## src/rtl/muldiv_ctrl_if.sv

```systemverilog
// Operand, handshake and result bundle between the EX stage and the
// multiply/divide sequencer.
interface muldiv_ctrl_if #(
    parameter int XLEN = 32
);
    logic            start;
    logic [2:0]      funct3;
    logic [XLEN-1:0] op_a;
    logic [XLEN-1:0] op_b;
    logic            flush;
    logic            stall;
    logic            done;
    logic [XLEN-1:0] result;

    modport master (
        output start, funct3, op_a, op_b, flush,
        input  stall, done, result
    );

    modport slave (
        input  start, funct3, op_a, op_b, flush,
        output stall, done, result
    );
endinterface

```

## src/rtl/muldiv_ctrl.sv

```systemverilog
// RV32M multi-cycle sequencer: 32-step shift-add multiply and restoring
// divide on operand magnitudes, with signs applied in a final fix-up step.
module muldiv_ctrl #(
    parameter int XLEN = 32
) (
    input logic          clk,
    input logic          rst,
    muldiv_ctrl_if.slave bus
);
    localparam int              W2       = 2 * XLEN;
    localparam logic [XLEN-1:0] ALL_ONES = '1;
    localparam logic [XLEN-1:0] INT_MIN  = {1'b1, {(XLEN-1){1'b0}}};

    typedef enum logic [2:0] {IDLE, PREP, RUN, FIX, DONE} state_e;

    state_e          state_q;
    logic [5:0]      cnt_q;
    logic [W2-1:0]   acc_q;
    logic [2:0]      funct3_q;
    logic [XLEN-1:0] a_q;
    logic [XLEN-1:0] b_q;
    logic [XLEN-1:0] result_q;
    logic            neg_res_q;
    logic            neg_rem_q;
    logic            done_q;

    logic            aSigned_d;
    logic            bSigned_d;
    logic            signA_d;
    logic            signB_d;
    logic [XLEN-1:0] aMag_d;
    logic [XLEN-1:0] bMag_d;
    logic [XLEN:0]   mulSum_d;
    logic [W2-1:0]   mulStep_d;
    logic            divGeq_d;
    logic [XLEN-1:0] divDiff_d;
    logic [W2-1:0]   divStep_d;
    logic [W2-1:0]   prod_d;
    logic [XLEN-1:0] quo_d;
    logic [XLEN-1:0] rem_d;
    logic [XLEN-1:0] fixResult_d;
    logic            divByZero_d;
    logic            overflow_d;
    logic [XLEN-1:0] specialResult_d;

    always_comb begin
        aSigned_d = (funct3_q == 3'b001) || (funct3_q == 3'b010) ||
                    (funct3_q == 3'b100) || (funct3_q == 3'b110);
        bSigned_d = (funct3_q == 3'b001) || (funct3_q == 3'b100) ||
                    (funct3_q == 3'b110);
        signA_d   = aSigned_d && a_q[XLEN-1];
        signB_d   = bSigned_d && b_q[XLEN-1];
        aMag_d    = signA_d ? ('0 - a_q) : a_q;
        bMag_d    = signB_d ? ('0 - b_q) : b_q;

        // acc holds {partial product, multiplier} or {remainder, dividend/quotient}
        mulSum_d  = {1'b0, acc_q[W2-1:XLEN]} + (acc_q[0] ? {1'b0, b_q} : '0);
        mulStep_d = {mulSum_d, acc_q[XLEN-1:1]};
        divGeq_d  = acc_q[W2-1:XLEN-1] >= {1'b0, b_q};
        divDiff_d = acc_q[W2-2:XLEN-1] - b_q;
        divStep_d = divGeq_d ? {divDiff_d, acc_q[XLEN-2:0], 1'b1}
                             : {acc_q[W2-2:0], 1'b0};

        prod_d = neg_res_q ? ('0 - acc_q) : acc_q;
        quo_d  = neg_res_q ? ('0 - acc_q[XLEN-1:0]) : acc_q[XLEN-1:0];
        rem_d  = neg_rem_q ? ('0 - acc_q[W2-1:XLEN]) : acc_q[W2-1:XLEN];
        case (funct3_q)
            3'b000:                 fixResult_d = prod_d[XLEN-1:0];
            3'b001, 3'b010, 3'b011: fixResult_d = prod_d[W2-1:XLEN];
            3'b100, 3'b101:         fixResult_d = quo_d;
            default:                fixResult_d = rem_d;
        endcase

        // Divide-by-zero and signed overflow finish without iterating
        divByZero_d = bus.funct3[2] && (bus.op_b == '0);
        overflow_d  = bus.funct3[2] && !bus.funct3[0] &&
                      (bus.op_a == INT_MIN) && (bus.op_b == ALL_ONES);
        if (divByZero_d) begin
            specialResult_d = bus.funct3[1] ? bus.op_a : ALL_ONES;
        end else begin
            specialResult_d = bus.funct3[1] ? '0 : INT_MIN;
        end
    end

    assign bus.stall  = !rst && !bus.flush &&
                        (((state_q == IDLE) && bus.start) ||
                         (state_q inside {PREP, RUN, FIX}));
    assign bus.done   = done_q;
    assign bus.result = result_q;

    always_ff @(posedge clk) begin
        if (rst) begin
            state_q   <= IDLE;
            cnt_q     <= '0;
            acc_q     <= '0;
            funct3_q  <= '0;
            a_q       <= '0;
            b_q       <= '0;
            result_q  <= '0;
            neg_res_q <= 1'b0;
            neg_rem_q <= 1'b0;
            done_q    <= 1'b0;
        end else if (bus.flush) begin
            state_q <= IDLE;
            done_q  <= 1'b0;
        end else begin
            case (state_q)
                IDLE: begin
                    done_q <= 1'b0;
                    if (bus.start) begin
                        funct3_q <= bus.funct3;
                        a_q      <= bus.op_a;
                        b_q      <= bus.op_b;
                        if (divByZero_d || overflow_d) begin
                            result_q <= specialResult_d;
                            done_q   <= 1'b1;
                            state_q  <= DONE;
                        end else begin
                            state_q <= PREP;
                        end
                    end
                end
                PREP: begin
                    a_q       <= aMag_d;
                    b_q       <= bMag_d;
                    neg_res_q <= signA_d ^ signB_d;
                    neg_rem_q <= signA_d;
                    acc_q     <= {{XLEN{1'b0}}, aMag_d};
                    cnt_q     <= '0;
                    state_q   <= RUN;
                end
                RUN: begin
                    acc_q <= funct3_q[2] ? divStep_d : mulStep_d;
                    cnt_q <= cnt_q + 6'd1;
                    if (cnt_q == 6'd31) begin
                        state_q <= FIX;
                    end
                end
                FIX: begin
                    result_q <= fixResult_d;
                    done_q   <= 1'b1;
                    state_q  <= DONE;
                end
                DONE: begin
                    done_q  <= 1'b0;
                    state_q <= IDLE;
                end
                default: begin
                    done_q  <= 1'b0;
                    state_q <= IDLE;
                end
            endcase
        end
    end
endmodule

```

## src/flat_wrapper.sv

```systemverilog
// flat-port wrapper written by rule: the top's interface ports become plain ports
module muldiv_ctrl_flat 
#(
    parameter int XLEN = 32
)
  (clk, rst, bus_start, bus_funct3, bus_op_a, bus_op_b, bus_flush, bus_stall, bus_done, bus_result);
  muldiv_ctrl_if #(.XLEN(XLEN)) bus_i ();
  input logic clk;
  input logic rst;
  input wire logic [$bits(bus_i.start)-1:0] bus_start;
  input wire logic [$bits(bus_i.funct3)-1:0] bus_funct3;
  input wire logic [$bits(bus_i.op_a)-1:0] bus_op_a;
  input wire logic [$bits(bus_i.op_b)-1:0] bus_op_b;
  input wire logic [$bits(bus_i.flush)-1:0] bus_flush;
  output wire logic [$bits(bus_i.stall)-1:0] bus_stall;
  output wire logic [$bits(bus_i.done)-1:0] bus_done;
  output wire logic [$bits(bus_i.result)-1:0] bus_result;
  assign bus_i.start = bus_start;
  assign bus_i.funct3 = bus_funct3;
  assign bus_i.op_a = bus_op_a;
  assign bus_i.op_b = bus_op_b;
  assign bus_i.flush = bus_flush;
  assign bus_stall = bus_i.stall;
  assign bus_done = bus_i.done;
  assign bus_result = bus_i.result;
  muldiv_ctrl #(.XLEN(XLEN)) u_core (.clk(clk), .rst(rst), .bus(bus_i));
endmodule
```

## config.mk

```make
export PLATFORM = sky130hd
export DESIGN_NAME = muldiv_ctrl_flat
export DESIGN_NICKNAME = d
export VERILOG_FILES = /design/src/rtl/muldiv_ctrl_if.sv /design/src/rtl/muldiv_ctrl.sv /design/src/flat_wrapper.sv
export SDC_FILE = /design/constraint.sdc
export NUM_CORES = 1
export LEC_CHECK = 0
export CAP_MARGIN = 0
export CELL_PAD_IN_SITES_DETAIL_PLACEMENT = 1
export CELL_PAD_IN_SITES_GLOBAL_PLACEMENT = 1
export CORE_AREA = 4 4 233 235
export CTS_CLUSTER_DIAMETER = 120
export DETAILED_ROUTE_END_ITERATION = 8
export DIE_AREA = 0 0 237 239
export PLACE_DENSITY = 0.62
export SLEW_MARGIN = 30
export SYNTH_ARGS = -nofsm -noshare
export SYNTH_HDL_FRONTEND = slang
export SYNTH_SLANG_ARGS = --single-unit
```

## constraint.sdc

```tcl
create_clock -name clk -period 4 [get_ports clk]
set_input_delay 1 -clock clk [delete_from_list [all_inputs] [get_ports clk]]
set_output_delay 1 -clock clk [all_outputs]
set_load 0.01 [all_outputs]
```

==> flow_summary.ini <==
[outcome]
outcome = complete, no violations

[clocking]
cts_buffers = 17
clock_sinks = 175
path_clk_slew_ns = 0.08
cts_setup_buffers = 0
root_buffer = clkbuf_16
hold_buffers = 0
cts_tree = done
htreeDepth = 4
clk_latency_ns = 0.48
cts_buffer_depth = 2

[placed_design]
io_buffers = 104
gp_congestion = 0.895
dp.cells = 2901
place_ws_ns = -0.319
place_hpwl_um = 54800

[timing]
fin_ws_ns = 0.104
maxSlewViolCount = 0
max_slew_margin_pct = 42.5
whs_ns = 0.502
setup_violations = 0
rsz0062_at_grt = no
max_freq_mhz = 257
hold_viol = 0
finalWorstPathRequiredPeriod_ns = 3.90
fin_worst_skew_ns = 0.0125
period_share_pct = 97.4
tightest_slew_ns = 0.862

[global_route]
grt_overflow_total = 0
grt_use_total_pct = 24.0
grt_pass1_vias = 17343
antenna_found_initial = 2
grt_pass1_wl_um = 106000
grt_start_max_net_pins = 92

[drt]
drc = 0
vias = 17192
vias_per_cell = 5.86
postRouteAntennaNets = 0
finalWirelength_um = 70000
routedWlPerCell_um = 23.9
drt_iter0_drc = 1233
drtPass1Iterations = 5

[logic_synthesis]
async_flop_share_pct = 0
yosys.area.top_type = dfxtp_1
synthFlopType = dfxtp_1
synth-seq-cells = 175
synth.avg_cell_area_um2 = 7.20
synth_fp_nets = 2301
synth_most_common_cell = nor2_1
synth.distinct_cells = 84
seq_area_frac_synth_pct = 22.5
synth_area_leaders = dfxtp_1, nor2_1, ha_1
synth_common_cells = nor2_1, nand2_1, dfxtp_1
yosysTopAreaCellShare_pct = 22.5
ys_warn_count = 0
synthCells = 2159
synth_edf_count = 0
syn_area_um2 = 15600

[cells_and_area]
area_growth_pct = 18.5
multi_input_area_um2 = 11200
fillers = 6436
nNetsFinal = 2374
seqCellArea_um2 = 3510
antennaDiodeCount = 0
drive_gt1_share_pct = 8.69
fin_cells = 2933

[critical_path]
r2r-end = u_core.b_q[28]
r2r_slack_ns = 0.22
critPathRequiredTime_ns = 4.34
crit_path_max_fanout = 13
critPathLaunchType = input port
arrival_ns = 4.24
ff2ff_path_depth = 11
crit_type = input port to register
endpoint_kind = register
r2r-start = u_core.b_q[1]

[worst_hold_path]
worstHoldPathType = register to register
whs_path_depth = 2
min_to = u_core.bus.result[5]
hold_start = u_core.bus.result[5]

[pwr]
vdd_drop_max_uv = 315
powerDensity_nw_per_um2 = 268
total_power_mw = 4.95
p_leak_nw = 7.03

[die]
core_area_um2 = 52200
io_pins = 105
die_area_um2 = 56600
die_h_um = 239
row_count = 84
start_util_pct = 29.8
die_w_um = 237

[job]
maxCapViolations = 0
## flip-flops by register name, indices dropped and copies added, names as in the netlist
| signal | flops |
|---|---|
| u_core.cnt_q | 6 |
| u_core.funct3_q | 3 |
| u_core.a_q | 32 |
| u_core.acc_q | 64 |
| u_core.neg_res_q | 1 |
| u_core.bus.done | 1 |
| u_core.b_q | 32 |
| u_core.state_q | 3 |
| u_core.neg_rem_q | 1 |
| u_core.bus.result | 32 |
## logic make-up after synthesis
logic type	Yosys count	share of synthesized area, %
and+or+nand+nor	749	22.7
AOI/OAI and AO/OA	715	30.6
buffers and inverters	229	5.57
DFF	175	22.5
xor gates and xnor gates	169	9.52
adders and majority gates	71	5.81
muxes	51	3.31
## critical path: stages
cell             delay (ns)
clkdlybuf4s50_1        0.46
nor4_1                 0.47
buf_4                  0.21
nand4_1                0.12
or4_1                  0.66
o41ai_1                0.14
nand3_1                0.23
a211o_1                0.40
buf_4                  0.20
a211oi_1               0.26
nor2_1                 0.07
## where the power goes
group | leakage, nW | switching (mW) | internal (mW)
Sequential | 1.42 | 0.0762 | 1.79
Clock | 0.289 | 0.877 | 0.960
Combinational | 5.32 | 0.771 | 0.474
## routing by layer
layer / up-vias / global-route usage, % / part of all wire, %
met1: 8551 / 31.6 / 44
met3: 104 / 3.74 / 4.8
met5: - / 0 / 0.019
met2: 443 / 39.0 / 46
met4: 2 / 10.4 / 4.6
li1: 8092 / - / -
## area by class of cell
cell class / count / area share [%]
inverter: 59 / 1.20
clock buffer: 18 / 2.38
sequential: 175 / 19.0
tap: 688 / 4.67
multi-input combinational: 1755 / 60.9
clock inverter: 14 / 0.903
timing repair buffer: 224 / 10.9
## layout by cell type (no fill, tap or decap), types with 18 or more instances in the layout
cell,instances
xor2_1,77
nand4_1,27
ha_1,69
xnor2_1,92
o211ai_1,30
a221oi_1,24
a31oi_1,18
or3_1,21
a22oi_1,52
o21ai_0,157
nor4_1,29
or4_1,20
nand2_1,219
o22ai_1,20
nand2b_1,19
nor2_1,251
dfxtp_1,173
nand3_1,34
mux2i_1,48
buf_4,115
nor3_1,41
a211oi_1,32
a311oi_1,25
inv_1,57
a21o_1,33
clkdlybuf4s50_1,103
o31ai_1,43
a21oi_1,161
## repair_timing
item	in CTS	in global routing
endpoints found under the setup margin	0	1
hold endpoints to repair	0	0
resized for setup	0	1
## worst max-delay path by stage
stage                  startpoint               endpoint  slack [ns]  cells past startpoint
floorplan            bus_op_a[29]  u_core.bus.result[23]        0.53                      7
global route        u_core.b_q[1]         u_core.b_q[28]        0.05                     11
CTS                   bus_op_b[4]   u_core.bus.result[2]        0.18                     11
detailed placement    bus_op_b[4]   u_core.bus.result[2]       -0.32                     11
finish                bus_op_b[4]   u_core.bus.result[2]        0.10                     11
global placement      bus_op_b[9]   u_core.bus.result[2]       -0.26                     11
## per-stage QoR
stage	setup TNS, ns	utilization (%)	cell area [µm²]
final	0	35.3	18400
after global routing	0	35.3	18400
after CTS	0	35.3	18400
after detailed placement	-6.72	34.1	17800
after global placement	-4.99	34.1	17800
after floorplan	0	-	15600
(Power assumes the default switching activity.)
